[src/rtl/ram_dma_initiator_pkg.sv]
// Shared types and constants for the RAM DMA initiator.
// Status codes are held on status_o until the next accepted start.
package ram_dma_initiator_pkg;

    typedef enum logic [1:0] {
        DMA_IDLE,
        DMA_RD,
        DMA_WR,
        DMA_DONE
    } dma_state_e;

    localparam logic [1:0] DMA_ST_OK    = 2'b00;
    localparam logic [1:0] DMA_ST_ABORT = 2'b01;
    localparam logic [1:0] DMA_ST_ALIGN = 2'b10;
    localparam logic [1:0] DMA_ST_RANGE = 2'b11;

    // Buffer index width; a single-entry buffer still needs a 1-bit index.
    function automatic int unsigned idx_width(input int unsigned burst);
        return (burst > 1) ? $clog2(burst) : 1;
    endfunction

endpackage

[src/rtl/ram_dma_initiator_if.sv]
// Single RAM port (en/we/addr/data) between the DMA initiator and a RAM_mem port.
interface ram_dma_initiator_if #(
    parameter int unsigned AW = 16
);
    logic          mem_en_o;
    logic [3:0]    mem_we_o;
    logic [AW-1:0] mem_addr_o;
    logic [31:0]   mem_data_o;
    logic [31:0]   mem_data_i;

    modport master (
        output mem_en_o, mem_we_o, mem_addr_o, mem_data_o,
        input  mem_data_i
    );

    modport slave (
        input  mem_en_o, mem_we_o, mem_addr_o, mem_data_o,
        output mem_data_i
    );
endinterface

[src/rtl/ram_dma_initiator_burst_buf.sv]
// BURST x 32 register file holding one read burst until it is written back.
module dma_burst_buf #(
    parameter int unsigned BURST = 4,
    parameter int unsigned IW    = 2
) (
    input  logic          clk,
    input  logic          reset,
    input  logic          we,
    input  logic [IW-1:0] waddr,
    input  logic [31:0]   wdata,
    input  logic [IW-1:0] raddr,
    output logic [31:0]   rdata
);
    logic [31:0] mem_q [BURST];

    always_ff @(posedge clk or posedge reset) begin
        if (reset) begin
            for (int unsigned i = 0; i < BURST; i++) begin
                mem_q[i] <= '0;
            end
        end else if (we) begin
            mem_q[waddr] <= wdata;
        end
    end

    always_comb rdata = mem_q[raddr];
endmodule

[src/rtl/ram_dma_initiator.sv]
// Burst memcpy initiator on one RAM port: reads up to BURST words into a local
// buffer, writes them to the destination, repeats until len words are copied.
module ram_dma_initiator
    import ram_dma_initiator_pkg::*;
#(
    parameter int unsigned MEM_WIDTH = 65536,
    parameter int unsigned BURST     = 4,
    parameter int unsigned LEN_W     = 16,
    localparam int unsigned AW       = $clog2(MEM_WIDTH)
) (
    input  logic             clk,
    input  logic             reset,
    input  logic             start_i,
    input  logic             abort_i,
    input  logic [AW-1:0]    src_i,
    input  logic [AW-1:0]    dst_i,
    input  logic [LEN_W-1:0] len_i,
    output logic             busy_o,
    output logic             done_o,
    output logic [1:0]       status_o,
    ram_dma_initiator_if.master mem
);
    localparam int unsigned IW = idx_width(BURST);
    localparam int unsigned CW = AW + LEN_W + 2;
    localparam logic [CW-1:0] MEM_LIMIT = CW'(MEM_WIDTH);

    dma_state_e       state_q, state_d;
    logic [AW-1:0]    src_ptr_q, dst_ptr_q;
    logic [LEN_W-1:0] rem_q;
    logic [IW-1:0]    idx_q, last_q;
    logic [1:0]       status_q;
    logic [31:0]      buf_rdata;
    logic             misaligned, out_of_range, rd_last, wr_last;

    // End addresses are evaluated wide enough that neither sum can overflow.
    always_comb begin
        misaligned   = (src_i[1:0] != 2'b00) || (dst_i[1:0] != 2'b00);
        out_of_range = ((CW'(src_i) + (CW'(len_i) << 2)) > MEM_LIMIT) ||
                       ((CW'(dst_i) + (CW'(len_i) << 2)) > MEM_LIMIT);
        rd_last      = (idx_q == IW'(BURST - 1)) || (rem_q == LEN_W'(1));
        wr_last      = (idx_q == last_q);
    end

    always_ff @(posedge clk or posedge reset) begin
        if (reset) state_q <= DMA_IDLE;
        else       state_q <= state_d;
    end

    always_comb begin
        state_d        = state_q;
        busy_o         = 1'b0;
        done_o         = 1'b0;
        mem.mem_en_o   = 1'b0;
        mem.mem_we_o   = '0;
        mem.mem_addr_o = '0;
        mem.mem_data_o = '0;
        case (state_q)
            DMA_IDLE: begin
                if (start_i) begin
                    if (misaligned || out_of_range || (len_i == '0)) state_d = DMA_DONE;
                    else                                             state_d = DMA_RD;
                end
            end
            DMA_RD: begin
                busy_o         = 1'b1;
                mem.mem_en_o   = 1'b1;
                mem.mem_addr_o = src_ptr_q;
                if (abort_i)      state_d = DMA_DONE;
                else if (rd_last) state_d = DMA_WR;
            end
            DMA_WR: begin
                busy_o         = 1'b1;
                mem.mem_en_o   = 1'b1;
                mem.mem_we_o   = '1;
                mem.mem_addr_o = dst_ptr_q;
                mem.mem_data_o = buf_rdata;
                if (abort_i)      state_d = DMA_DONE;
                else if (wr_last) state_d = (rem_q == '0) ? DMA_DONE : DMA_RD;
            end
            DMA_DONE: begin
                done_o  = 1'b1;
                state_d = DMA_IDLE;
            end
            default: state_d = DMA_IDLE;
        endcase
    end

    // last_q remembers the final index of the read phase so WR replays the same count.
    always_ff @(posedge clk or posedge reset) begin
        if (reset) begin
            src_ptr_q <= '0;
            dst_ptr_q <= '0;
            rem_q     <= '0;
            idx_q     <= '0;
            last_q    <= '0;
            status_q  <= DMA_ST_OK;
        end else begin
            case (state_q)
                DMA_IDLE: begin
                    if (start_i) begin
                        src_ptr_q <= src_i;
                        dst_ptr_q <= dst_i;
                        rem_q     <= len_i;
                        idx_q     <= '0;
                        if (misaligned)        status_q <= DMA_ST_ALIGN;
                        else if (out_of_range) status_q <= DMA_ST_RANGE;
                        else                   status_q <= DMA_ST_OK;
                    end
                end
                DMA_RD: begin
                    src_ptr_q <= src_ptr_q + AW'(4);
                    rem_q     <= rem_q - LEN_W'(1);
                    if (rd_last) begin
                        last_q <= idx_q;
                        idx_q  <= '0;
                    end else begin
                        idx_q  <= idx_q + IW'(1);
                    end
                    if (abort_i) status_q <= DMA_ST_ABORT;
                end
                DMA_WR: begin
                    dst_ptr_q <= dst_ptr_q + AW'(4);
                    idx_q     <= wr_last ? '0 : idx_q + IW'(1);
                    if (abort_i) status_q <= DMA_ST_ABORT;
                end
                default: ;
            endcase
        end
    end

    always_comb status_o = status_q;

    dma_burst_buf #(
        .BURST (BURST),
        .IW    (IW)
    ) u_buf (
        .clk   (clk),
        .reset (reset),
        .we    (state_q == DMA_RD),
        .waddr (idx_q),
        .wdata (mem.mem_data_i),
        .raddr (idx_q),
        .rdata (buf_rdata)
    );
endmodule
[src/flat_wrapper.sv]
// flat-port wrapper written by rule: the top's interface ports become plain ports
module ram_dma_initiator_flat import ram_dma_initiator_pkg::*;
#(
    parameter int unsigned MEM_WIDTH = 65536,
    parameter int unsigned BURST     = 4,
    parameter int unsigned LEN_W     = 16,
    localparam int unsigned AW       = $clog2(MEM_WIDTH)
)
  (clk, reset, start_i, abort_i, src_i, dst_i, len_i, busy_o, done_o, status_o, mem_mem_en_o, mem_mem_we_o, mem_mem_addr_o, mem_mem_data_o, mem_mem_data_i);
  ram_dma_initiator_if mem_i ();
  input  logic clk;
  input  logic reset;
  input  logic start_i;
  input  logic abort_i;
  input  logic [AW-1:0] src_i;
  input  logic [AW-1:0] dst_i;
  input  logic [LEN_W-1:0] len_i;
  output logic busy_o;
  output logic done_o;
  output logic [1:0] status_o;
  output wire logic [$bits(mem_i.mem_en_o)-1:0] mem_mem_en_o;
  output wire logic [$bits(mem_i.mem_we_o)-1:0] mem_mem_we_o;
  output wire logic [$bits(mem_i.mem_addr_o)-1:0] mem_mem_addr_o;
  output wire logic [$bits(mem_i.mem_data_o)-1:0] mem_mem_data_o;
  input wire logic [$bits(mem_i.mem_data_i)-1:0] mem_mem_data_i;
  assign mem_mem_en_o = mem_i.mem_en_o;
  assign mem_mem_we_o = mem_i.mem_we_o;
  assign mem_mem_addr_o = mem_i.mem_addr_o;
  assign mem_mem_data_o = mem_i.mem_data_o;
  assign mem_i.mem_data_i = mem_mem_data_i;
  ram_dma_initiator #(.MEM_WIDTH(MEM_WIDTH), .BURST(BURST), .LEN_W(LEN_W)) u_core (.clk(clk), .reset(reset), .start_i(start_i), .abort_i(abort_i), .src_i(src_i), .dst_i(dst_i), .len_i(len_i), .busy_o(busy_o), .done_o(done_o), .status_o(status_o), .mem(mem_i));
endmodule
[config.mk]
export PLATFORM = sky130hd
export DESIGN_NAME = ram_dma_initiator_flat
export DESIGN_NICKNAME = d
export VERILOG_FILES = /design/src/rtl/ram_dma_initiator_pkg.sv /design/src/rtl/ram_dma_initiator_if.sv /design/src/rtl/ram_dma_initiator_burst_buf.sv /design/src/rtl/ram_dma_initiator.sv /design/src/flat_wrapper.sv
export SDC_FILE = /design/constraint.sdc
export NUM_CORES = 1
export LEC_CHECK = 0
export BUFFER_PORTS_ARGS = -buffer_cell sky130_fd_sc_hd__buf_4
export CAP_MARGIN = 10
export CORE_MARGIN = 5
export CORE_UTILIZATION = 45
export CTS_BUF_LIST = sky130_fd_sc_hd__clkbuf_2 sky130_fd_sc_hd__clkbuf_4 sky130_fd_sc_hd__clkbuf_8
export DETAILED_ROUTE_END_ITERATION = 7
export PLACE_DENSITY = 0.77
export SYNTH_ARGS = -nofsm -noshare
export SYNTH_HDL_FRONTEND = slang
export SYNTH_HIERARCHICAL = 1
export SYNTH_SLANG_ARGS = --single-unit
[constraint.sdc]
create_clock -name clk -period 4.7 [get_ports clk]
set_clock_uncertainty 0.1 [all_clocks]
set_input_delay 0.47 -clock clk [delete_from_list [all_inputs] [get_ports clk]]
set_output_delay 0.47 -clock clk [all_outputs]
set_load 0.005 [all_outputs]
==> key figures <==
Run status
  – Status: complete, but fails checks
  – Failing checks: DRC

Placement
  – Port bufs: 140
  – Routability congestion estimate: 0.959
  – Placed Instance Area: 12,200 um2
  – HPWL Detailed: 20.6 mm

Critical path
  – Crit path top cell by count: buf_4
  – RR Endpoint: u_core/dst_ptr_q[5]$_DFFE_PP0P_
  – CP max stage delay: 0.71 ns
  – Crit path capture type: output port
  – WP data arrival: 2.64 ns
  – Crit path max-delay family: buffers and inverters
  – Cells on worst reg2reg path: 8
  – Startpoint Class: register
  – CP Data Required Time: 4.13 ns
  – CP cell instances: inv_1 -> ha_2 -> buf_4 -> and2_1 -> buf_4
  – Reg-to-Reg Start: u_core/state_q[0]$_DFFE_PP0P_
  – CP max FO: 37
  – Worst path slowest cell: ha_2
  – Flop2flop setup slack: 1.65 ns
  – Kind of critical path: reg -> out
  – Worst path bufs/invs: 3

Yosys
  – Synth Area in XOR/XNOR: 0.00888
  – Ys async rst share: 1.00
  – Multiplexer share of the synthesized area: 0.213
  – Largest area contributor in the netlist: dfrtp_1
  – Syn_nets: 1,139
  – Cell area after synthesis: 10,800 um2
  – Yosys top cell area share: 0.425
  – Flip-flop and latch count after synthesis: 184
  – Post-Syn Area per Cell: 10.7 um2
  – Syn Inst Count: 1,015
  – Yosys cell types: 64
  – Largest family of logic cells by synthesized area: multiplexers
  – Synth top area cells: dfrtp_1 (42%), mux2_2 (13%), mux4_2 (6.6%)
  – Ys Warns: 6
  – Adder-cell share of the synthesized area: 0.0475
  – Post-synthesis simple-gate area fraction: 0.129
  – Number of flops mapped to enable cells by yosys: 0
  – Seq/Total Area, Yosys: 0.425
  – Ys flop type: dfrtp_1
  – Compound-cell area share of the yosys netlist: 0.144

Route
  – Routed via count: 8,748
  – Final wirelength: 29.1 mm
  – Vias per Instance: 5.96
  – DRC Markers: 1
  – Drt first pass iters: 8
  – Routed len/inst: 19.9 um
  – Residual antenna-violating net count after detailed routing: 0
  – Iter 0 DRT Violations: 1,097

Cells and area
  – N_diodes: 0
  – Final nets: 1,259
  – Fin area: 12,600 um2
  – Layout cell share with drive strength beyond 1: 0.320
  – Layout area overhead: 16.4%

Clocking
  – Clk root buf: clkbuf_8
  – Post-CTS Setup Bufs: 0
  – Post-CTS resize count: 0
  – H-Tree Depth: 4
  – CTS Buf Count: 17
  – Max clock buf depth: 2
  – TritonCTS clock tree: built
  – CTS clk-pin slew, worst paths: 0.14 ns
  – Worst-Skew Late Latency: 0.48 ns
  – Clock tree sinks: 184

Global route
  – Gr usage total: 0.217
  – Total grt overflow: 0
  – Number of global-route vias before repair: 8,733
  – Antenna violations before repair: 0
  – First-pass GRT wire length: 46.6 mm
  – Largest net degree at the start of global routing: 57

STA
  – Fmax: 0.311 GHz
  – Max-slew violations: 0
  – Final setup violation count: 0
  – RSZ-0062 raised after global routing: no
  – Min cycle time layout: 3.21 ns
  – Period utilisation layout: 0.683
  – Hold Fails Final Rpt: 0
  – Slew headroom: 0.492
  – Setup TNS: 0 ns
  – Worst slew pin tran: 0.762 ns

Power
  – Leakage power total: 5.38 nW
  – PwrDens: 621 nW/um2
  – Worst vdd ir: 353 uV

Floorplanning
  – Core area: 23,600 um2
  – I/O pins: 141
  – Chip height: 165 um
  – Area of the die: 27,300 um2
  – Die X-Extent: 165 um
  – Initial Util: 0.459
  – Row cnt: 56

Min path
  – Cell depth of the worst min-delay path: 2
  – HP Class: in -> reg
  – Beginning of the worst hold path: mem_mem_data_i[4]
  – Hold EP: u_core/u_buf/mem_q[36]$_DFFE_PP0P_

Job
  – Max cap viols: 0
where the power goes:
group / switching [W] / internal (W) / total [W]
combinational: 0.00177 / 0.00187 / 0.00364
clock: 0.000750 / 0.000439 / 0.00119
sequential: 0.000623 / 0.00239 / 0.00301
total: 0.00314 / 0.00470 / 0.00784
kinds of logic after synthesis:
group,Yosys count
AO/OA/AOI/OAI,253
XOR/XNOR,11
adder cells (fa/ha/maj),40
buffers and inverters,77
flip-flops,184
multiplexers,174
AND/OR/NAND/NOR,276
registers in the layout, summed over array words and instances, names as in the netlist:
signal / cells
u_core/u_buf/mem_q: 128
u_core/state_q: 2
u_core/idx_q: 2
u_core/src_ptr_q: 16
u_core/status_o: 2
u_core/last_q: 2
u_core/dst_ptr_q: 16
u_core/rem_q: 16
routing by layer:
layer,vias up,share of wire,track usage
met5,-,0,0
met4,0,0.023,0.0654
met3,43,0.080,0.0457
met2,376,0.47,0.346
met1,4285,0.42,0.298
li1,4044,-,-
synth_stat cells (11+ instances only):
library cell and number:
inv_1 21, ha_1 38, clkbuf_1 27, mux2i_1 11, buf_4 12, a21o_1 12
and2_1 37, nor3_1 11, buf_2 12, o21ai_0 68, nor2_1 60, and3_1 21
a22oi_1 17, mux4_2 32, dfrtp_1 184, a21oi_1 74, nand3_1 35, nand2_1 61
mux2_2 129, nand4_1 12, o22ai_1 24
how the worst max path moves through the flow:
stage / start / endpoint / slack [ns] / depth (start not counted)
final: u_core/state_q[0]$_DFFE_PP0P_ / mem_mem_data_o[7] / 1.49 / 5
after global routing: u_core/state_q[1]$_DFFE_PP0P_ / mem_mem_addr_o[0] / 1.31 / 5
after CTS: u_core/idx_q[1]$_DFFE_PP0P_ / mem_mem_data_o[1] / 1.43 / 4
after detailed placement: len_i[0] / u_core/state_q[1]$_DFFE_PP0P_ / 1.15 / 12
after global placement: len_i[0] / u_core/state_q[1]$_DFFE_PP0P_ / 1.22 / 12
after floorplan: reset / u_core/u_buf/mem_q[0]$_DFFE_PP0P_ / 0.72 / 1
layout make-up:
class | count | area (um2)
inverter | 22 | 85.1
fill | 2026 | 11000
sequential | 184 | 4610
timing repair buffer | 156 | 1170
multi-input combinational | 754 | 5910
clock inverter | 15 | 219
tap | 319 | 399
clock buffer | 17 | 234
what timing repair did:
item	CTS	global route
hold endpoints to repair	28	0
hold buffers	1	0
setup endpoints to repair	0	0
metrics by stage:
step                      total power (W)  utilization  std cells  worst slack, ns  hold WS (ns)
after floorplan                   0.00545            -       1015            0.717         0.350
after global placement            0.00651        0.515       1434             1.22         0.365
after detailed placement          0.00666        0.515       1434             1.15         0.373
after CTS                         0.00787        0.535       1467             1.43        0.0943
after global routing              0.00841        0.535       1467             1.31        0.0869
final                             0.00784        0.535       1467             1.49         0.128
cell usage in the layout (no fill, tap or decap), types with 8 or more instances in the layout:
cell type	n
a22oi_1	17
mux4_2	32
mux2i_1	11
nor2_1	60
ha_1	36
mux2_2	129
o22ai_1	24
o21ai_0	67
nand4_1	12
a21o_1	12
nand2_1	61
a21oi_1	74
clkbuf_8	17
dfrtp_1	182
inv_1	19
and3_1	21
nand3_1	34
nor3_1	11
buf_4	155
nor4_1	8
and2_1	37
No activity file was read; power rests on OpenSTA's default activity.
